--- src/rtl/uart_rx_core.sv ---
// UART receiver: 2-flop synchronizer, mid-bit sampling FSM with optional parity,
// and a first-word-fall-through receive FIFO with a valid/ready read port.
module uart_rx_core #(
  parameter int CLKS_PER_BIT = 16,
  parameter int DATA_BITS    = 8,
  parameter int PARITY_EN    = 0,
  parameter int PARITY_ODD   = 0,
  parameter int FIFO_DEPTH   = 4
) (
  input  logic                 clk,
  input  logic                 rst,
  input  logic                 rx,
  output logic [DATA_BITS-1:0] rx_data,
  output logic                 rx_valid,
  input  logic                 rx_ready,
  output logic                 frame_err,
  output logic                 parity_err,
  output logic                 overrun,
  output logic                 busy
);

  // state  | meaning
  // IDLE   | line idle, waiting for a falling edge on rxs
  // START  | timing to mid start bit to reject glitches
  // DATA   | sampling data bits LSB first at mid-bit
  // PARITY | sampling the parity bit
  // STOP   | sampling the stop bit, push / error decision
  // BREAK  | line stuck low after a framing error, wait for high
  typedef enum logic [2:0] {IDLE, START, DATA, PARITY, STOP, BREAK} state_t;

  localparam int CW = $clog2(CLKS_PER_BIT);
  localparam int IW = $clog2(DATA_BITS);
  localparam int PW = $clog2(FIFO_DEPTH);
  localparam int NW = PW + 1;
  localparam logic [CW-1:0] HALF = CW'(CLKS_PER_BIT / 2 - 1);
  localparam logic [CW-1:0] FULL = CW'(CLKS_PER_BIT - 1);
  localparam logic [IW-1:0] LAST = IW'(DATA_BITS - 1);

  state_t               state;
  logic                 rx_m, rxs;
  logic [CW-1:0]        cnt;
  logic [IW-1:0]        idx;
  logic [DATA_BITS-1:0] shreg;
  logic                 par_flag;

  logic [DATA_BITS-1:0] mem [FIFO_DEPTH];
  logic [PW-1:0]        wr_ptr, rd_ptr;
  logic [NW-1:0]        count;
  logic                 full, pop, push, wr_en, mid;

  always_ff @(posedge clk or negedge rst) begin
    if (!rst) begin
      rx_m <= 1'b1;
      rxs  <= 1'b1;
    end else begin
      rx_m <= rx;
      rxs  <= rx_m;
    end
  end

  assign mid      = (cnt == FULL);
  assign rx_valid = (count != '0);
  assign full     = (count == NW'(FIFO_DEPTH));
  assign pop      = rx_valid && rx_ready;
  assign push     = (state == STOP) && mid && rxs && !par_flag;
  // A pop in the same cycle frees the slot, so a full FIFO still accepts.
  assign wr_en    = push && (!full || pop);
  assign rx_data  = rx_valid ? mem[rd_ptr] : '0;

  always_ff @(posedge clk or negedge rst) begin
    if (!rst) begin
      state      <= IDLE;
      cnt        <= '0;
      idx        <= '0;
      shreg      <= '0;
      par_flag   <= 1'b0;
      frame_err  <= 1'b0;
      parity_err <= 1'b0;
      overrun    <= 1'b0;
      busy       <= 1'b0;
    end else begin
      frame_err  <= 1'b0;
      parity_err <= 1'b0;
      overrun    <= 1'b0;
      case (state)
        IDLE: begin
          if (!rxs) begin
            state <= START;
            cnt   <= '0;
            busy  <= 1'b1;
          end
        end
        START: begin
          if (cnt == HALF) begin
            cnt <= '0;
            if (rxs) begin
              state <= IDLE;
              busy  <= 1'b0;
            end else begin
              state    <= DATA;
              idx      <= '0;
              par_flag <= 1'b0;
            end
          end else begin
            cnt <= cnt + CW'(1);
          end
        end
        DATA: begin
          if (mid) begin
            cnt        <= '0;
            shreg[idx] <= rxs;
            idx        <= idx + IW'(1);
            if (idx == LAST) state <= (PARITY_EN != 0) ? PARITY : STOP;
          end else begin
            cnt <= cnt + CW'(1);
          end
        end
        PARITY: begin
          if (mid) begin
            cnt      <= '0;
            par_flag <= rxs ^ (^shreg) ^ (PARITY_ODD != 0);
            state    <= STOP;
          end else begin
            cnt <= cnt + CW'(1);
          end
        end
        STOP: begin
          if (mid) begin
            cnt <= '0;
            if (!rxs) begin
              frame_err <= 1'b1;
              state     <= BREAK;
            end else begin
              state <= IDLE;
              busy  <= 1'b0;
              if (par_flag)          parity_err <= 1'b1;
              else if (full && !pop) overrun    <= 1'b1;
            end
          end else begin
            cnt <= cnt + CW'(1);
          end
        end
        BREAK: begin
          if (rxs) begin
            state <= IDLE;
            busy  <= 1'b0;
          end
        end
        default: begin
          state <= IDLE;
          busy  <= 1'b0;
        end
      endcase
    end
  end

  always_ff @(posedge clk) begin
    if (wr_en) mem[wr_ptr] <= shreg;
  end

  always_ff @(posedge clk or negedge rst) begin
    if (!rst) begin
      wr_ptr <= '0;
      rd_ptr <= '0;
      count  <= '0;
    end else begin
      if (wr_en) wr_ptr <= wr_ptr + PW'(1);
      if (pop)   rd_ptr <= rd_ptr + PW'(1);
      case ({wr_en, pop})
        2'b10:   count <= count + NW'(1);
        2'b01:   count <= count - NW'(1);
        default: count <= count;
      endcase
    end
  end

endmodule
--- config.mk ---
export PLATFORM = sky130hd
export DESIGN_NAME = uart_rx_core
export DESIGN_NICKNAME = d
export VERILOG_FILES = /design/src/rtl/uart_rx_core.sv
export SDC_FILE = /design/constraint.sdc
export NUM_CORES = 1
export LEC_CHECK = 0
export CAP_MARGIN = 20
export CORE_ASPECT_RATIO = 1.1
export CORE_UTILIZATION = 51
export DETAILED_ROUTE_END_ITERATION = 12
export PLACE_DENSITY = 0.72
export REMOVE_ABC_BUFFERS = 1
export SLEW_MARGIN = 20
export SYNTH_ARGS = -nofsm -noshare
export SYNTH_HDL_FRONTEND = slang
export SYNTH_SLANG_ARGS = --single-unit
export TNS_END_PERCENT = 20
--- constraint.sdc ---
create_clock -name clk -period 2.3 [get_ports clk]
set_clock_uncertainty 0.1 [all_clocks]
set_input_delay 0.69 -clock clk [delete_from_list [all_inputs] [get_ports clk]]
set_output_delay 0.69 -clock clk [all_outputs]
set_load 0.02 [all_outputs]
==> results of run 1 <==
==> Yosys cell counts, types with 3 or more instances <==
library cell  instances
a21oi_1               6
a22o_1                3
and2_1               13
buf_2                 4
clkbuf_1             10
dfrtp_1              30
edfxtp_1             32
ha_1                  8
inv_1                10
mux2_2                9
mux4_2                8
nand2_1              13
nand3_1               5
nor2_1               11
nor3_1                6
o21ai_0               8
xnor2_1               9
xor2_1                4
==> layer usage <==
| metal | track usage | vias to the layer above | part of all wire |
|---|---|---|---|
| met4 | 0.0960 | 0 | 0.023 |
| met1 | 0.234 | 919 | 0.41 |
| met3 | 0.0449 | 10 | 0.025 |
| li1 | - | 915 | - |
| met2 | 0.338 | 29 | 0.54 |
| met5 | 0 | - | 0 |
==> through the flow <==
stage	worst slack (ns)	hold WS, ns
floorplan	-0.202	0.245
global placement	-0.438	0.246
detailed placement	-0.486	0.254
CTS	-0.189	0.264
global route	-0.207	0.265
finish	-0.134	0.261
==> layout make-up <==
type	count	area, um^2	area share
multi-input cells	140	1210	0.326
clock inverters	6	61.3	0.0166
flip-flops and latches	64	1760	0.477
clock buffers	9	124	0.0335
well taps	77	96.3	0.0260
repair buffers	47	408	0.110
inverters	10	37.5	0.0101
==> layout by cell type, fill, tap and decap left out, types with 3 or more instances in the layout <==
| cell | netlist | routed |
|---|---|---|
| o21ai_0 | 8 | 8 |
| mux2_2 | 9 | 9 |
| a21oi_1 | 6 | 6 |
| nor4b_2 | 2 | 3 |
| buf_6 | 1 | 10 |
| nor3_1 | 6 | 6 |
| clkbuf_8 | 0 | 9 |
| nor2_1 | 11 | 11 |
| buf_4 | 0 | 29 |
| a22o_1 | 3 | 3 |
| and2_4 | 0 | 8 |
| inv_1 | 10 | 10 |
| mux4_2 | 8 | 8 |
| and2_1 | 13 | 5 |
| nand2_1 | 13 | 13 |
| dfrtp_1 | 30 | 30 |
| ha_1 | 8 | 8 |
| clkdlybuf4s50_1 | 0 | 6 |
| xnor2_1 | 9 | 9 |
| nand3_1 | 5 | 5 |
| xor2_1 | 4 | 4 |
| clkinv_2 | 0 | 3 |
| edfxtp_1 | 32 | 32 |
==> state kept, by name (all words and copies together) (netlist names), 2 cells and up <==
name and count:
count 3, state 3, shreg 8, cnt 4, rd_ptr 2, wr_ptr 2
mem 32, idx 3
==> logic make-up after synthesis <==
group | synth area share
simple gates | 0.138
compound gates | 0.0624
xor+xnor | 0.0447
fa+ha+maj | 0.0394
mux | 0.101
buf+inv | 0.0361
flops | 0.579
==> power groups by stage <==
stage | clock, mW | sequential, mW | combinational, mW
detailed placement | 0 | 1.52 | 1.56
CTS | 0.937 | 1.50 | 1.58
global placement | 0 | 1.51 | 1.52
finish | 0.917 | 1.50 | 1.70
global route | 0.979 | 1.52 | 1.88
floorplan | 0 | 1.61 | 0.853
==> worst paths after layout <==
check,startpoint,end,slack (ns),cells after the start
max in group asynchronous,rst,rxs$_DFF_PN1_,1.12,2
hold reg to reg,rx_m$_DFF_PN1_,rxs$_DFF_PN1_,0.26,0
setup / recovery,rd_ptr[0]$_DFFE_PN0P_,rx_data[5],-0.13,4
hold / removal,rx_m$_DFF_PN1_,rxs$_DFF_PN1_,0.26,0
setup reg to reg,state[1]$_DFFE_PN0P_,count[2]$_DFFE_PN0P_,0.07,10
min in group asynchronous,rst,cnt[3]$_DFFE_PN0P_,0.64,2
==> timing repair <==
action	CTS	global route
pin swaps	0	10
gates resized for setup	48	18
buffers inserted	1	0
endpoints found under the hold margin	0	0
endpoints found under the setup margin	11	11
==> results.sh, run 1 <==
export IMPL_antenna_found_initial=0
export IMPL_wirelength_um=5330
export IMPL_seq_area_frac_synth=0.579
export IMPL_ys_warn_count=0
export IMPL_p_leak_nw=1.53
export IMPL_ys_types=50
export IMPL_start_util=0.528
export IMPL_fin_crit_ns=2.43
export IMPL_post_dp_hpwl_um=3640
export IMPL_hold_violations=0
export IMPL_fill_cells=432
export IMPL_switching_power_mw=1.35
export IMPL_synthesis_area_um2=3050
export IMPL_synth_top_area_cell="edfxtp_1"
export IMPL_dieArea_um2=6290
export IMPL_synth_top_cell_area_share=0.315
export IMPL_vdd_drop_max_v=0.000637
export IMPL_path_cells="buf_6 -> mux4_2 -> and2_4 -> buf_6"
export IMPL_ys_ff_latch=64
export IMPL_fin_crit_sh=1.06
export IMPL_p_clk_frac=0.223
export IMPL_gp_congestion=0.769
export IMPL_critPathBufInv=2
export IMPL_seqPwrFrac=0.364
export IMPL_postCtsHoldBufs=0
export IMPL_place_inst=337
export IMPL_area_growth_syn_to_layout_pct=21.3
export IMPL_violations="negative setup slack"
export IMPL_grt_pass1_vias=1920
export IMPL_cts_sinks=64
export IMPL_internal_power_mw=2.77
export IMPL_synth_flop_cell="edfxtp_1"
export IMPL_synth_area_leaders="edfxtp_1, dfrtp_1, mux4_2"
export IMPL_status="complete, but fails checks"
export IMPL_hp_class="reg2reg"
export IMPL_timing_critical_path_mode_cell="buf_6"
export IMPL_instances_no_fill=353
export IMPL_clkLatencyLatePin_ns=0.34
export IMPL_slowest_delay_ns=0.51
export IMPL_wl_per_cell_um=15.1
export IMPL_globalRouteOverflowTotal=0
export IMPL_vias=1873
export IMPL_path_delay_family="multiplexers"
export IMPL_max_clock_path_buffers=2
export IMPL_ios=17
export IMPL_tns_ns=-0.944
export IMPL_grt_usage=0.200
export IMPL_die_h_um=83.1
export IMPL_drv_cap=0
export IMPL_cts_max_level=3
export IMPL_core_um2=5770
export IMPL_ant_nets=0
export IMPL_grt_pass1_wl_um=9080
export IMPL_cp_arrival_ns=1.64
export IMPL_first_iter_violations=44
export IMPL_place_area_um2=3460
export IMPL_drive_above_1_share=0.333
export IMPL_grt_start_max_net_pins=33
export IMPL_maxSlewHeadroom=0.631
export IMPL_combPwrFrac=0.413
export IMPL_drt_pass1_iter_count=4
export IMPL_async_flop_share=0.500
export IMPL_drc=0
export IMPL_synthCells=230
export IMPL_fmax_ghz=0.411
export IMPL_root_buffer="clkbuf_8"
export IMPL_cts_tree="done"
export IMPL_synth_edf_count=32
export IMPL_slowest_stage="mux4_2"
export IMPL_antennaDiodeCount=0
export IMPL_end_kind="output pin"
export IMPL_rsz0062_at_grt="true"
export IMPL_setup_slack_ns=-0.134
export IMPL_worstPathMaxFanout=5
export IMPL_total_power_mw=4.12
export IMPL_path_clk_slew_ns=0.07
export IMPL_final_max_slew_viol_count=0
export IMPL_switching_share=0.329
export IMPL_fin_util=0.641
export IMPL_final_area_um2=3700
export IMPL_power_density_nw_per_um2=1110
export IMPL_syn_area_per_cell_um2=13.3
export IMPL_routed_via_density=5.31
export IMPL_rows=29
export IMPL_nets=285
export IMPL_startpoint_type="flip-flop"
export IMPL_tightest_slew_ns=0.552
export IMPL_cts_buffers=9
export IMPL_cp_required_ns=1.51
export IMPL_setup_viol=8
export IMPL_critPathKind="reg2out"
export IMPL_port_buffers=16
export IMPL_die_w_um=75.7
No activity file was read; power rests on OpenSTA's default activity.
==> run 2: changes to the inputs <==
PLACE_DENSITY = 0.7   (was 0.72)
SKIP_CTS_REPAIR_TIMING = 1   (was default)
clock period = 2.95 ns   (was 2.3 ns; I/O delays follow)
==> run 2 against run 1 <==
  * The flow now finishes without violations
  * Sequential share of layout area increased by 1.8 points
  * Worst hold slack worse by 0.0050 ns
  * Non-clock buffer count decreased by 17
  * Routed wire length down 0.98%
  * Register-to-register slack better by 0.32 ns
  * Combinational power fell by 37%
  * Final cell count decreased by 4.5%
  * Via count is 2.2% lower
  * Core utilization decreased by 2.4 points
  * Critical endpoint is now rx_valid
  * Largest cell class unchanged
==> results.sh, run 2 (synthesis gave the netlist of run 1 again) <==
export IMPL_status="finished clean"
export IMPL_hold_violations=0
export IMPL_drv_cap=0
export IMPL_cp_required_ns=1.97
export IMPL_power_density_nw_per_um2=850
export IMPL_clkLatencyLatePin_ns=0.34
export IMPL_final_area_um2=3560
export IMPL_drc=0
export IMPL_start_util=0.528
export IMPL_combPwrFrac=0.353
export IMPL_final_common_cell="edfxtp_1"
export IMPL_cp_arrival_ns=1.87
export IMPL_antennaDiodeCount=0
export IMPL_p_clk_frac=0.251
export IMPL_cts_buffers=9
export IMPL_instances_no_fill=337
export IMPL_vias=1832
export IMPL_startpoint_type="flip-flop"
export IMPL_maxSlewHeadroom=0.601
export IMPL_fin_crit_sh=0.969
export IMPL_core_um2=5770
export IMPL_hp_class="reg2reg"
export IMPL_tightest_slew_ns=0.597
export IMPL_regMostFlops="mem"
export IMPL_cts_max_level=3
export IMPL_first_iter_violations=91
export IMPL_worstPathMaxFanout=10
export IMPL_die_h_um=83.1
export IMPL_grt_start_max_net_pins=33
export IMPL_max_clock_path_buffers=2
export IMPL_grt_pass1_vias=1720
export IMPL_seqPwrFrac=0.396
export IMPL_mostFrequentLayoutCells="edfxtp_1, dfrtp_1, buf_4"
export IMPL_routed_via_density=5.44
export IMPL_post_dp_hpwl_um=3490
export IMPL_rsz0062_at_grt="false"
export IMPL_grt_pass1_wl_um=8560
export IMPL_drive_above_1_share=0.215
export IMPL_globalRouteOverflowTotal=0
export IMPL_critPathKind="reg2out"
export IMPL_drt_pass1_iter_count=4
export IMPL_area_growth_syn_to_layout_pct=16.8
export IMPL_place_area_um2=3340
export IMPL_cts_tree="done"
export IMPL_fill_cells=420
export IMPL_cts_sinks=64
export IMPL_switching_share=0.342
export IMPL_antenna_found_initial=0
export IMPL_p_leak_nw=1.49
export IMPL_nets=268
export IMPL_dieArea_um2=6290
export IMPL_final_max_slew_viol_count=0
export IMPL_gp_congestion=0.764
export IMPL_whs_ns=0.256
export IMPL_ios=17
export IMPL_root_buffer="clkbuf_8"
export IMPL_ant_nets=0
export IMPL_rows=29
export IMPL_place_inst=321
export IMPL_wirelength_um=5280
export IMPL_largest_register_ffs=32
export IMPL_fmax_ghz=0.350
export IMPL_end_kind="output pin"
export IMPL_fin_crit_ns=2.86
export IMPL_internal_power_mw=1.99
export IMPL_port_buffers=16
export IMPL_path_clk_slew_ns=0.07
export IMPL_die_w_um=75.7
export IMPL_grt_usage=0.186
export IMPL_wl_per_cell_um=15.7
export IMPL_setup_viol=0
export IMPL_reg_top3="mem: 32 flops, shreg: 8 flops, cnt: 4 flops"
export IMPL_fin_util=0.617
export IMPL_switching_power_mw=1.03
export IMPL_vdd_drop_max_v=0.000490
-- run 2: cell count changes in the layout (fill, tap and decap cells not counted), sizes merged --
cell / before / now
clkdlybuf4s50: 6 / 8
dlymetal6s2s: 1 / 8
clkinvlp: 1 / 2
inv: 10 / 12
buf: 39 / 14
clkinv: 4 / 2
clkbuf: 10 / 9
-- run 2: metrics by stage --
step                      TNS (ns)  total power, mW  setup WS [ns]
after floorplan                  0             1.92          0.269
after global placement           0             2.28         0.0222
after detailed placement   -0.0204             2.30        -0.0204
after CTS                    -1.11             3.07         -0.164
after global routing             0             3.22         0.0155
final                            0             3.03         0.0925
-- run 2: final timing paths --
| path | to | slack [ns] | start | cells after the start |
|---|---|---|---|---|
| worst max-delay path | rx_valid | 0.09 | count[1]$_DFFE_PN0P_ | 2 |
| worst min-delay path | rxs$_DFF_PN1_ | 0.26 | rx_m$_DFF_PN1_ | 0 |
| worst max register to register | count[2]$_DFFE_PN0P_ | 0.39 | cnt[1]$_DFFE_PN0P_ | 11 |
| worst min register to register | rxs$_DFF_PN1_ | 0.26 | rx_m$_DFF_PN1_ | 0 |
| max in group asynchronous | rx_m$_DFF_PN1_ | 1.57 | rst | 2 |
| min in group asynchronous | cnt[1]$_DFFE_PN0P_ | 0.84 | rst | 2 |
-- run 2: metal layers --
| metal | track usage | vias up | wire length (um) |
|---|---|---|---|
| met5 | 0 | - | 0 |
| met4 | 0.0724 | 0 | 70 |
| met3 | 0.0437 | 6 | 167 |
| met2 | 0.291 | 38 | 2690 |
| met1 | 0.249 | 901 | 2350 |
| li1 | - | 887 | - |
-- run 2: power by group through the flow --
stage / clock, mW / sequential (mW) / combinational (mW)
finish: 0.760 / 1.20 / 1.07
global route: 0.813 / 1.22 / 1.19
CTS: 0.779 / 1.20 / 1.09
detailed placement: 0 / 1.21 / 1.09
global placement: 0 / 1.21 / 1.07
floorplan: 0 / 1.26 / 0.665
-- run 2: final cells by class --
class | count | area [um^2] | share of cell area
clock buffers | 9 | 124 | 0.0348
well taps | 77 | 96.3 | 0.0271
inverters | 10 | 37.5 | 0.0105
multi-input cells | 140 | 1170 | 0.330
clock inverters | 7 | 80.1 | 0.0225
repair buffers | 30 | 285 | 0.0801
flip-flops and latches | 64 | 1760 | 0.495
-- run 2: critical path, cell delays in order (launching register included) --
cell             delay, ns
dfrtp_1               0.41
or3_1                 0.54
clkdlybuf4s50_1       0.59
